--- config.mk ---
export PLATFORM = sky130hd
export DESIGN_NAME = if_fetch_unit
export DESIGN_NICKNAME = d
export VERILOG_FILES = /design/src/rtl/if_fetch_unit.sv
export SDC_FILE = /design/constraint.sdc
export NUM_CORES = 1
export LEC_CHECK = 0
export ABC_AREA = 1
export BUFFER_PORTS_ARGS = -buffer_cell sky130_fd_sc_hd__buf_2
export CAP_MARGIN = 20
export CORE_UTILIZATION = 30
export DETAILED_ROUTE_END_ITERATION = 10
export PLACE_DENSITY = 0.51
export SYNTH_ARGS = -nofsm -noshare
export SYNTH_HDL_FRONTEND = slang
export SYNTH_SLANG_ARGS = --single-unit
--- constraint.sdc ---
create_clock -name clock -period 3.65 [get_ports clock]
set_input_delay 0.1825 -clock clock [delete_from_list [all_inputs] [get_ports clock]]
set_output_delay 0.1825 -clock clock [all_outputs]
set_load 0.05 [all_outputs]
--- src/rtl/if_fetch_unit.sv ---
// Instruction fetch stage: owns the PC, streams word requests to instruction memory,
// buffers responses and hands {instr, pc, pc4} to decode with stall/flush support.
module if_fetch_unit #(
  parameter logic [31:0] RESET_PC  = 32'h0000_0000,
  parameter int          BUF_DEPTH = 2
) (
  input  logic        clock,
  input  logic        reset,
  input  logic        stall_ip,
  input  logic        flush_ip,
  input  logic [31:0] redirect_pc_ip,
  input  logic        redirect_jalr_ip,
  output logic        imem_req_op,
  output logic [31:0] imem_addr_op,
  input  logic        imem_ready_ip,
  input  logic        imem_rvalid_ip,
  input  logic [31:0] imem_rdata_ip,
  output logic        instr_data_valid_op,
  output logic [31:0] instr_data_op,
  output logic [31:0] pc_op,
  output logic [31:0] pc4_op,
  output logic        misalign_op
);
  localparam int PW = $clog2(BUF_DEPTH);
  localparam int CW = PW + 1;
  localparam logic [31:0] NOP   = 32'h0000_0013;
  localparam logic [0:0]  RUN   = 1'b0;
  localparam logic [0:0]  DRAIN = 1'b1;

  function automatic logic [31:0] redirect_target(input logic [31:0] pc, input logic jalr);
    redirect_target = pc & ~{31'b0, jalr};
  endfunction

  logic [0:0]    state;
  logic [31:0]   fetch_pc, resp_pc, target;
  logic [CW-1:0] count, outstanding, drop_cnt, inflight_left, drop_after;
  logic [CW:0]   used;
  logic [PW-1:0] head, tail;
  logic [31:0]   buf_instr [BUF_DEPTH];
  logic [31:0]   buf_pc    [BUF_DEPTH];
  logic          accept, drop_word, push, pop;

  assign target = redirect_target(redirect_pc_ip, redirect_jalr_ip);

  // Kept and to-be-dropped in-flight words both reserve a slot, so the buffer cannot overflow.
  assign used         = {1'b0, count} + {1'b0, outstanding} + {1'b0, drop_cnt};
  assign imem_req_op  = reset && !flush_ip && (used < (CW+1)'(BUF_DEPTH));
  assign imem_addr_op = fetch_pc;
  assign accept       = imem_req_op && imem_ready_ip;

  assign drop_word = imem_rvalid_ip && (state == DRAIN);
  assign push      = reset && !flush_ip && imem_rvalid_ip && !drop_word;
  assign pop       = !flush_ip && !stall_ip && (count != '0);

  // Words still owed by memory after this edge; all of them become stale on reset/flush.
  assign inflight_left = drop_cnt + outstanding - CW'(imem_rvalid_ip);
  assign drop_after    = drop_cnt - CW'(drop_word);

  // Request/response bookkeeping and buffer pointers
  always_ff @(posedge clock) begin
    if (!reset || flush_ip) begin
      outstanding <= '0;
      drop_cnt    <= inflight_left;
      state       <= (inflight_left != '0) ? DRAIN : RUN;
      head        <= '0;
      tail        <= '0;
      count       <= '0;
    end else begin
      outstanding <= outstanding + CW'(accept) - CW'(imem_rvalid_ip && !drop_word);
      drop_cnt    <= drop_after;
      state       <= (drop_after != '0) ? DRAIN : RUN;
      if (push) tail <= tail + 1'b1;
      if (pop)  head <= head + 1'b1;
      count <= count + CW'(push) - CW'(pop);
    end
  end

  always_ff @(posedge clock) begin
    if (!reset) begin
      fetch_pc <= RESET_PC;
      resp_pc  <= RESET_PC;
    end else if (flush_ip) begin
      fetch_pc <= {target[31:2], 2'b00};
      resp_pc  <= {target[31:2], 2'b00};
    end else begin
      if (accept) fetch_pc <= fetch_pc + 32'd4;
      if (push)   resp_pc  <= resp_pc + 32'd4;
    end
  end

  always_ff @(posedge clock) begin
    if (push) begin
      buf_instr[tail] <= imem_rdata_ip;
      buf_pc[tail]    <= resp_pc;
    end
  end

  // Decode-facing register stage
  always_ff @(posedge clock) begin
    if (!reset) begin
      instr_data_valid_op <= 1'b0;
      instr_data_op       <= NOP;
      pc_op               <= '0;
      pc4_op              <= '0;
      misalign_op         <= 1'b0;
    end else begin
      misalign_op <= flush_ip && (target[1:0] != 2'b00);
      if (flush_ip) begin
        instr_data_valid_op <= 1'b0;
        instr_data_op       <= NOP;
      end else if (!stall_ip) begin
        if (count != '0) begin
          instr_data_valid_op <= 1'b1;
          instr_data_op       <= buf_instr[head];
          pc_op               <= buf_pc[head];
          pc4_op              <= buf_pc[head] + 32'd4;
        end else begin
          instr_data_valid_op <= 1'b0;
          instr_data_op       <= NOP;
        end
      end
    end
  end
endmodule

==> qor.yml, run 1 <==
grt_util_all_layers_pct: 17.3
first_pass_iters: 5
die_w_um: 214
mappedNetlistArea_um2: 13400
antenna_cells: 0
num_rows: 77
place.port_buffers: 195
post_synth_mux_area_share_pct: 0.0746
ir_worst_vdd_mv: 0.231
dr.first_iter.drc_count: 762
first_pass_grt_wire_length_mm: 60.7
layout-drive-gt1-share_pct: 17.5
synth-edff-count: 124
worst_ep_arrival_time_ns: 3.27
report.final.slew_viol_count: 0
cts.reportedPaths.clkPinSlew_ns: 0.06
postRouteWirelength_mm: 39.3
first_global_vias: 11000
design.portCount: 202
worstSetupEndpointType: "flop"
static-leakage-power_nw: 7.15
synth_xor_area_share_pct: 1.17
design.die.area_um2: 45600
tritoncts: "built"
die_height_um: 214
hpwl_mm: 27.0
post-route-drc-count: 0
finalSetupTns_ns: 0
area.growth.synth_to_final_pct: 24.5
num-nets-final: 2006
power.density_cell_area_nw_per_um2: 477
layout.filler_cells: 4585
synth_adder_area_share_pct: 1.27
status: "finished clean"
critPathRequiredTime_ns: 4.10
post_cts_resized: 0
flip_flop_and_latch_area_um2: 7010
synthArstFlopShare_pct: 0
gp_congestion: 0.861
yosysWarnings: 0
fmax_mhz: 354
worst_slew_margin_rel_pct: 40.6
tightest_slew_ns: 0.891
start_kind: "flop"
htree_levels: 2
worstPathMaxFanout: 20
route.antenna.remaining_nets: 0
min_period_over_period_pct: 77.3
grt_overflow: 0
dr_vias: 11800
timing.final.crit_period_ns: 2.82
worst_skew_late_latency_ns: 0.55
grt_setup_unrepaired: "false"
detail_route.vias_per_cell: 4.64
detailedPlace.worstSlack_ns: 0.784
setup_viol_count_final: 0
clock_skew_ns: 0.0281
ys.flop_type: "sky130_fd_sc_hd__dfxtp_1"
post-route-worst-setup-slack_ns: 0.827
cts_made_buffers: 36
cts_num_sinks: 288
synth_compound_gate_area_share_pct: 9.15
synth-simple-area-share_pct: 28.8
worstSetupPathType: "reg -> reg"
cap_viol_max_count: 0
core_area_um2: 44200
cts_root_buffer: "sky130_fd_sc_hd__clkbuf_16"
syn_area_per_cell_um2: 7.98
mostFrequentLayoutCells: "sky130_fd_sc_hd__nand2_1, sky130_fd_sc_hd__buf_2, sky130_fd_sc_hd__nor2_1"
synth.yosys.seq_area_share_pct: 52.2
start_util_pct: 30.4
clock_path_buffers: 3
final-hold-violation-count: 0
multiInputGateArea_um2: 5480
synth_top_family_by_area: "simple AND/OR/NAND/NOR gates"
yosys.cell_types.count: 53
total_power_mw: 7.97
synth-seq-cells: 288
grt_antenna_before_repair: 0
grt_start_max_net_pins: 67
netlist_instances: 1683
detail_route.wl_per_cell_um: 15.5
min-delay-path-class: "in -> reg"
most_frequent_standard_cell_in_the_layout_excluding_fill_and_tap_cells: "sky130_fd_sc_hd__nand2_1"
-- registers in the layout (all words and copies together), names as in the netlist, 2 cells and up, named ones only --
signal and flops:
instr_data_op 32, buf_pc 60, imem_addr_op 30, drop_cnt 2, pc4_op 30, count 2
outstanding 2, resp_pc 30, pc_op 30, buf_instr 64
-- final timing paths --
kind | start | end | slack (ns) | depth (start not counted)
worst max-delay path | count[1]$_SDFF_PN0_ | imem_addr_op[8]$_SDFFE_PN0P_ | 0.83 | 13
worst min-delay path | reset | imem_addr_op[8]$_SDFFE_PN0P_ | 0.03 | 3
worst max register to register | count[1]$_SDFF_PN0_ | imem_addr_op[8]$_SDFFE_PN0P_ | 0.83 | 13
worst min register to register | pc_op[6]$_SDFFE_PN0P_ | pc_op[6]$_SDFFE_PN0P_ | 0.46 | 2
-- power breakdown --
part	internal (mW)	switching (mW)	total, mW
clock	2.17	1.45	3.61
combinational	0.253	0.523	0.776
sequential	3.47	0.105	3.58
-- cell usage after synthesis (all sizes together), types with 6 or more instances --
library cell    n  area [um2]
nand2         542        2110
nor2          190         810
dfxtp         164        3280
inv           161         604
edfxtp        124        3720
a21oi         101         505
nand3          95         493
o21ai          85         433
nor3           42         220
buf            41         250
clkbuf         30         113
ha             12         150
nand3b         11        82.6
nand4          11        75.1
xor2           11        96.3
a31oi          10        62.6
o211ai          9        67.6
or2             7        43.8
xnor2           7        61.3
a21boi          6        45.0
-- what timing repair did --
action                                 CTS  global route
hold buffers                            55             0
endpoints found under the hold margin   92             0
setup buffers                            0             0
-- critical path, stage by stage (launching register included) --
cell and delay (ns):
sky130_fd_sc_hd__dfxtp_1 0.39, sky130_fd_sc_hd__inv_1 0.08, sky130_fd_sc_hd__fa_1 0.53, sky130_fd_sc_hd__inv_1 0.04
sky130_fd_sc_hd__ha_1 0.27, sky130_fd_sc_hd__nor2_1 0.13, sky130_fd_sc_hd__and2_4 0.18, sky130_fd_sc_hd__nand2_4 0.08
sky130_fd_sc_hd__nand2_1 0.53, sky130_fd_sc_hd__inv_2 0.21, sky130_fd_sc_hd__nand2_1 0.11, sky130_fd_sc_hd__nand3_1 0.07
sky130_fd_sc_hd__nand2_1 0.07, sky130_fd_sc_hd__inv_1 0.04
-- per-stage QoR --
step	cell area (um2)	hold slack, ns	util (%)	std cells
after floorplan	13400	0.281	-	1688
after CTS	16700	0.00913	37.8	2542
after detailed placement	15000	0.374	33.8	2421
final	16700	0.0320	37.8	2542
after global placement	14900	0.369	33.8	2420
after global routing	16700	0.0302	37.8	2542
-- layer usage --
metal / global-route usage (%) / up-vias / share of wire (%)
met2: 26.5 / 337 / 44
met5: 0 / - / 0
met1: 24.1 / 5462 / 48
met3: 2.72 / 70 / 5.5
li1: - / 5933 / -
met4: 6.87 / 0 / 3.0
-- area by class of cell --
type,count,share of cell area (%)
inverters,163,3.69
repair buffers,267,9.97
clock inverters,17,0.966
well taps,592,4.43
multi-input cells,1166,32.8
flip-flops and latches,288,41.9
clock buffers,49,6.24
-- kinds of logic (layout without fill, tap and decap cells) --
family                   count (synthesis)  after routing
AO/OA/AOI/OAI                          226            226
XOR/XNOR                                18             18
adder cells (fa/ha/maj)                 13             13
buffers and inverters                  234            496
flip-flops                             288            288
multiplexers                             1              1
other                                    1              6
AND/OR/NAND/NOR                        902            902
Power figures use the tool's default switching activity.
==> run 2: changes to the inputs <==
--- a/config.mk
+++ b/config.mk
@@ -10,7 +10,7 @@
 export CAP_MARGIN = 20
 export CORE_UTILIZATION = 30
 export DETAILED_ROUTE_END_ITERATION = 10
-export PLACE_DENSITY = 0.51
+export PLACE_DENSITY = 0.49
 export SYNTH_ARGS = -nofsm -noshare
 export SYNTH_HDL_FRONTEND = slang
 export SYNTH_SLANG_ARGS = --single-unit
==> constraint.sdc (replaced) <==
create_clock -name clock -period 2.6 [get_ports clock]
set_input_delay 0.13 -clock clock [delete_from_list [all_inputs] [get_ports clock]]
set_output_delay 0.13 -clock clock [all_outputs]
set_load 0.05 [all_outputs]
==> run 2 against run 1 <==
Effect of this change:
- critical path depth unchanged
- worst hold slack got worse by 0.0016 ns
- sequential power increased by 41%
- clock power increased by 40%
- flip-flop and latch count unchanged
- cell count increased by 0.59%
- global-route usage increased by 0.11 points
- setup slack got worse by 0.77 ns
- utilization increased by 0.46 points
- critical path type unchanged
- critical endpoint is now outstanding[1]$_SDFF_PN0_
==> qor.yml, run 2 (synthesis results as in run 1) <==
status: "finished clean"
global_route.usage.met3_pct: 3.18  # +0.45 points
biggestRegsByFlops: "buf_instr x64, buf_pc x60, instr_data_op x32"
largest_reg_flops: 64  # unchanged
cap_viol_max_count: 0  # unchanged
tritoncts: "built"
report.final.slew_viol_count: 0  # unchanged
dr_vias: 11800  # -0.18%
post-route-drc-count: 0  # unchanged
grt_setup_unrepaired: "true"
met1_usage_pct: 23.9  # -0.24 points
worstPathMaxFanout: 2  # -90%
whs_endpoint: "imem_addr_op[20]$_SDFFE_PN0P_"
post-route-worst-setup-slack_ns: 0.0607  # -0.767 ns
flip_flop_and_latch_area_um2: 7010  # about the same
core_area_um2: 44200  # unchanged
layout.filler_cells: 4570  # -0.33%
clock_path_buffers: 3  # unchanged
die_w_um: 214  # unchanged
final-hold-violation-count: 0  # unchanged
die_height_um: 214  # unchanged
worst-r2r-setup-slack_ns: 0.06  # -0.77 ns
ir_worst_vdd_mv: 0.339  # +47%
worst_r2r_endpoint: "outstanding[1]$_SDFF_PN0_"
registers.top_by_ff_count: "buf_instr"
postRouteWirelength_mm: 39.5  # +0.58%
layout-drive-gt1-share_pct: 18.1  # +0.63 points
area.growth.synth_to_final_pct: 26.0
grt_util_all_layers_pct: 17.4  # +0.11 points
cts_made_buffers: 36  # unchanged
timing.final.crit_period_ns: 2.54  # -0.283 ns
tightest_slew_ns: 0.692  # -0.199 ns
htree_levels: 2  # unchanged
first_pass_grt_wire_length_mm: 61.2  # +0.82%
min-delay-path-class: "in -> reg"
start_util_pct: 30.4  # unchanged
critPathRequiredTime_ns: 3.07  # -1.03 ns
min_period_over_period_pct: 97.7  # +20 points
min_delay_path_depth: 5  # +2
fmax_mhz: 394  # +11%
grt_antenna_before_repair: 0  # unchanged
setup_viol_count_final: 0  # unchanged
grt_start_max_net_pins: 67  # unchanged
start_kind: "flop"
grt_overflow: 0  # unchanged
total_power_mw: 11.2  # +41%
gp_congestion: 0.873  # +1.4%
cts_root_buffer: "sky130_fd_sc_hd__clkbuf_16"
gr-max-usage-layer: "met2"
place.port_buffers: 195  # unchanged
worst_ep_arrival_time_ns: 3.00  # -0.27 ns
num_rows: 77  # unchanged
min_from: "redirect_pc_ip[20]"
detail_route.wl_per_cell_um: 15.5  # about the same
first_global_vias: 11100  # +1.1%
static-leakage-power_nw: 7.22  # +0.93%
hpwl_mm: 27.1  # +0.60%
dr.first_iter.drc_count: 683  # -10%
worstSetupPathType: "reg -> reg"
power.density_cell_area_nw_per_um2: 663  # +39%
antenna_cells: 0  # unchanged
detailedPlace.worstSlack_ns: 0.0454  # -0.739 ns
reg2regPathDepth: 13  # unchanged
design.portCount: 202  # unchanged
detail_route.vias_per_cell: 4.61  # -0.76%
mostFrequentLayoutCells: "sky130_fd_sc_hd__nand2_1, sky130_fd_sc_hd__buf_2, sky130_fd_sc_hd__nor2_1"
route.antenna.remaining_nets: 0  # unchanged
most_frequent_standard_cell_in_the_layout_excluding_fill_and_tap_cells: "sky130_fd_sc_hd__nand2_1"
num-nets-final: 2022  # +0.80%
worst_slew_margin_rel_pct: 53.9  # +13 points
routing_usage_on_met2_pct: 27.7  # +1.2 points
cts.reportedPaths.clkPinSlew_ns: 0.06  # about the same
clock_skew_ns: 0.0107  # -0.0173 ns
multiInputGateArea_um2: 5520  # +0.80%
r2r-start: "count[1]$_SDFF_PN0_"
worstSetupEndpointType: "flop"
design.die.area_um2: 45600  # unchanged
cts_num_sinks: 288  # unchanged
first_pass_iters: 6  # +1
worst_skew_late_latency_ns: 0.54  # about the same
==> run 2: changes by cell type in the layout (fill, tap and decap cells not counted), sizes merged <==
cell,before,now
clkinvlp,3,1
clkbuf,49,53
inv,166,164
buf,212,221
clkinv,9,7
bufinv,2,3
dlygate4sd3,55,62
==> run 2: timing repair <==
item | CTS | global route
endpoints found under the hold margin | 118 | 0
resized for setup | 0 | 7
setup endpoints to repair | 0 | 8
buffers inserted | 0 | 1
hold buffers | 62 | 0
==> run 2: stage by stage <==
step	area [um2]	cells	hold slack [ns]	setup TNS, ns	util [%]
2_1_floorplan	13500	1688	0.229	-33.57	-
3_3_place_gp	15100	2429	0.318	0	34.1
3_5_place_dp	15100	2429	0.321	0	34.1
6_report	16900	2557	0.0303	0	38.3
5_1_grt	16900	2557	0.0515	-0.0441	38.3
4_1_cts	16900	2556	0.000792	0	38.2
==> run 2: worst max path at each step <==
stage / slack (ns) / depth (start not counted) / from / to
global route: -0.04 / 13 / count[1]$_SDFF_PN0_ / outstanding[1]$_SDFF_PN0_
detailed placement: 0.05 / 13 / drop_cnt[1]$_DFF_P_ / outstanding[1]$_SDFF_PN0_
CTS: 0.02 / 13 / drop_cnt[1]$_DFF_P_ / outstanding[1]$_SDFF_PN0_
finish: 0.06 / 13 / count[1]$_SDFF_PN0_ / outstanding[1]$_SDFF_PN0_
floorplan: -0.28 / 5 / state$_DFF_P_ / buf_instr[1][0]$_DFFE_PP_
global placement: 0.1 / 13 / drop_cnt[1]$_DFF_P_ / outstanding[1]$_SDFF_PN0_
==> run 2: cell type report <==
cell class,instances,area share (%)
inverters,163,3.65
multi-input cells,1166,32.6
flip-flops and latches,288,41.4
clock buffers,53,6.12
clock inverters,12,0.873
repair buffers,283,10.9
well taps,592,4.38
==> run 2: worst max-delay path, stage by stage, from the launching register on <==
cell                      delay [ns]
sky130_fd_sc_hd__dfxtp_2        0.33
sky130_fd_sc_hd__inv_2          0.04
sky130_fd_sc_hd__fa_1           0.53
sky130_fd_sc_hd__inv_1          0.04
sky130_fd_sc_hd__ha_2           0.17
sky130_fd_sc_hd__xor2_1         0.18
sky130_fd_sc_hd__and2_4         0.19
sky130_fd_sc_hd__nand2_4        0.05
sky130_fd_sc_hd__ha_4           0.26
sky130_fd_sc_hd__inv_2          0.03
sky130_fd_sc_hd__ha_4           0.15
sky130_fd_sc_hd__xnor2_2        0.13
sky130_fd_sc_hd__or2_4          0.25
sky130_fd_sc_hd__a21oi_2        0.11
==> run 2: where the power goes <==
part	switching (mW)	total (mW)	internal, mW	leakage, nW
clock	1.98	5.04	3.07	0.578
combinational	0.756	1.16	0.399	4.17
sequential	0.147	5.03	4.88	2.47
total	2.88	11.2	8.35	7.22
==> run 2: layer usage <==
metal,up-vias,part of all wire (%)
met5,-,0
met1,5441,48
li1,5965,-
met3,52,5.5
met2,323,45
met4,0,2.1
==> run 3: changes to the inputs <==
--- a/config.mk
+++ b/config.mk
@@ -10,7 +10,8 @@
 export CAP_MARGIN = 20
 export CORE_UTILIZATION = 30
 export DETAILED_ROUTE_END_ITERATION = 10
-export PLACE_DENSITY = 0.49
+export PLACE_DENSITY = 0.51
+export RECOVER_POWER = 100
 export SYNTH_ARGS = -nofsm -noshare
 export SYNTH_HDL_FRONTEND = slang
 export SYNTH_SLANG_ARGS = --single-unit
==> constraint.sdc (replaced) <==
create_clock -name clock -period 2.23 [get_ports clock]
set_input_delay 0.1115 -clock clock [delete_from_list [all_inputs] [get_ports clock]]
set_output_delay 0.1115 -clock clock [all_outputs]
set_load 0.05 [all_outputs]
==> run 3 against run 2 <==
Effect of this change:
- cell count grew 1.8%
- critical endpoint unchanged
- largest cell class unchanged
- clock skew rose by 0.0054 ns
- the run now ends with setup timing left
- combinational power is 32% higher
- largest power group unchanged
- total power increased by 19%
- flip-flop and latch count stayed put
==> qor.yml, run 3 (synthesis results as in run 1) <==
status: "complete, but fails checks"
violations: "setup timing"
min-delay-path-class: "in -> reg"
post-route-drc-count: 0  # unchanged
place.port_buffers: 195  # unchanged
fmax_mhz: 409  # +3.9%
clkPwrFrac_pct: 44.9  # about the same
layout-drive-gt1-share_pct: 21.0  # +2.9 points
power.density_cell_area_nw_per_um2: 765  # +15%
start_kind: "flop"
seq_power_share_pct: 43.6  # -1.2 points
report.final.slew_viol_count: 0  # unchanged
core_area_um2: 44200  # unchanged
grt_setup_unrepaired: "true"
tritoncts: "built"
num-nets-final: 2066  # +2.2%
net-switching-power_mw: 3.43  # +19%
die_height_um: 214  # unchanged
worstSetupPathType: "reg -> reg"
htree_levels: 2  # unchanged
grt_start_max_net_pins: 67  # unchanged
worstPathMaxFanout: 2  # unchanged
detailedPlace.worstSlack_ns: -0.316  # -0.361 ns
registers.top_by_ff_count: "buf_instr"
ir_worst_vdd_mv: 0.389  # +15%
dr_vias: 11900  # +0.70%
die_w_um: 214  # unchanged
detail_route.wl_per_cell_um: 15.2  # -1.4%
grt_util_all_layers_pct: 17.6  # +0.27 points
cts.reportedPaths.clkPinSlew_ns: 0.05  # about the same
hpwl_mm: 27.4  # +1.2%
area.growth.synth_to_final_pct: 30.5
power_report.internal_total_mw: 9.97  # +19%
largest_reg_flops: 64  # unchanged
setup_viol_count_final: 26  # +26
dr.first_iter.drc_count: 614  # -10%
grt_overflow: 0  # unchanged
num_rows: 77  # unchanged
critPathRequiredTime_ns: 2.69  # -0.38 ns
design.die.area_um2: 45600  # unchanged
layout.cells.non_filler: 2602  # +1.8%
comb_power_share_pct: 11.4  # +1.1 points
final-hold-violation-count: 0  # unchanged
cts_root_buffer: "sky130_fd_sc_hd__clkbuf_16"
post-route-worst-setup-slack_ns: -0.213  # -0.274 ns
most_frequent_standard_cell_in_the_layout_excluding_fill_and_tap_cells: "sky130_fd_sc_hd__nand2_1"
worst_skew_late_latency_ns: 0.54  # about the same
cts_num_sinks: 288  # unchanged
postRouteWirelength_mm: 39.7  # +0.34%
worst_slew_margin_rel_pct: 53.5  # -0.34 points
biggestRegsByFlops: "buf_instr x64, buf_pc x60, instr_data_op x32"
detail_route.vias_per_cell: 4.56  # -1.0%
start_util_pct: 30.4  # unchanged
antenna_cells: 0  # unchanged
first_pass_iters: 5  # -1
final.hold.worst_slack_ns: 0.0321  # +0.00171 ns
tightest_slew_ns: 0.697  # +0.00513 ns
clock_path_buffers: 3  # unchanged
post-route-util_pct: 39.6  # +1.4 points
finalSetupTns_ns: -1.42  # -1.42 ns
gp_congestion: 0.872  # -0.14%
design.portCount: 202  # unchanged
first_pass_grt_wire_length_mm: 62.4  # +2.0%
worst-r2r-setup-slack_ns: -0.21  # -0.27 ns
first_global_vias: 11400  # +3.3%
cap_viol_max_count: 0  # unchanged
mostFrequentLayoutCells: "sky130_fd_sc_hd__nand2_1, sky130_fd_sc_hd__buf_2, sky130_fd_sc_hd__nor2_1"
p_sw_share_pct: 25.6  # -0.050 points
worst_ep_arrival_time_ns: 2.90  # -0.10 ns
route.antenna.remaining_nets: 0  # unchanged
cts_made_buffers: 36  # unchanged
layout.filler_cells: 4541  # -0.63%
worstSetupEndpointType: "flop"
static-leakage-power_nw: 7.46  # +3.4%
place.detailed.instances: 2469  # +1.6%
min_period_over_period_pct: 110  # +12 points
timing.final.crit_period_ns: 2.44  # -0.0959 ns
grt_antenna_before_repair: 0  # unchanged
clock_skew_ns: 0.0161  # +0.00537 ns
[run 3: repair_timing]
item / 4_1_cts / 5_1_grt
endpoints found under the setup margin: 27 / 31
pin swaps: 4 / 18
resized for setup: 20 / 62
setup buffers: 2 / 5
hold buffers: 63 / 0
hold endpoints to repair: 119 / 0
[run 3: power groups by stage]
stage | sequential [mW] | combinational [mW] | clock [mW]
after floorplan | 6.09 | 0.713 | 0
after global placement | 5.95 | 1.31 | 0
after detailed placement | 5.95 | 1.33 | 0
after CTS | 5.84 | 1.49 | 6.19
after global routing | 5.87 | 1.68 | 6.37
final | 5.85 | 1.53 | 6.02
[run 3: worst max-delay path, cell delays in order (launching register included)]
cell and delay (ns):
sky130_fd_sc_hd__dfxtp_2 0.33, sky130_fd_sc_hd__inv_2 0.04, sky130_fd_sc_hd__fa_1 0.54, sky130_fd_sc_hd__inv_2 0.05, sky130_fd_sc_hd__ha_4 0.15, sky130_fd_sc_hd__xor2_2 0.13, sky130_fd_sc_hd__and2_4 0.18, sky130_fd_sc_hd__nand2_4 0.06
sky130_fd_sc_hd__ha_4 0.26, sky130_fd_sc_hd__inv_2 0.03, sky130_fd_sc_hd__ha_4 0.15, sky130_fd_sc_hd__xnor2_2 0.12, sky130_fd_sc_hd__or2_4 0.23, sky130_fd_sc_hd__a21oi_2 0.11
[run 3: layout make-up]
| class | instances | area (um2) | area share [%] |
|---|---|---|---|
| clock buffer | 52 | 1040 | 5.92 |
| clock inverter | 14 | 186 | 1.06 |
| inverter | 163 | 629 | 3.59 |
| multi-input combinational | 1166 | 5690 | 32.5 |
| sequential | 288 | 7010 | 40.0 |
| tap | 592 | 741 | 4.23 |
| timing repair buffer | 327 | 2220 | 12.7 |
[run 3: metrics by stage]
stage                     area [um2]  power [mW]
final                          17500        13.4
after CTS                      17400        13.5
after global routing           17500        13.9
after floorplan                13500        6.80
after global placement         15400        7.26
after detailed placement       15400        7.29
[run 3: final timing paths]
kind                                   endpoint  cells past startpoint                           from
hold / removal    imem_addr_op[21]$_SDFFE_PN0P_                      5             redirect_pc_ip[21]
hold reg to reg   instr_data_op[4]$_SDFFE_PN1N_                      2  instr_data_op[4]$_SDFFE_PN1N_
setup reg to reg      outstanding[1]$_SDFF_PN0_                     13            count[1]$_SDFF_PN0_
setup / recovery      outstanding[1]$_SDFF_PN0_                     13            count[1]$_SDFF_PN0_
[run 3: per-layer routing]
layer | track usage [%] | vias up | part of all wire, %
met5 | 0 | - | 0
met3 | 2.86 | 59 | 4.7
li1 | - | 6056 | -
met4 | 5.25 | 0 | 2.0
met1 | 24.5 | 5470 | 48
met2 | 28.1 | 279 | 45
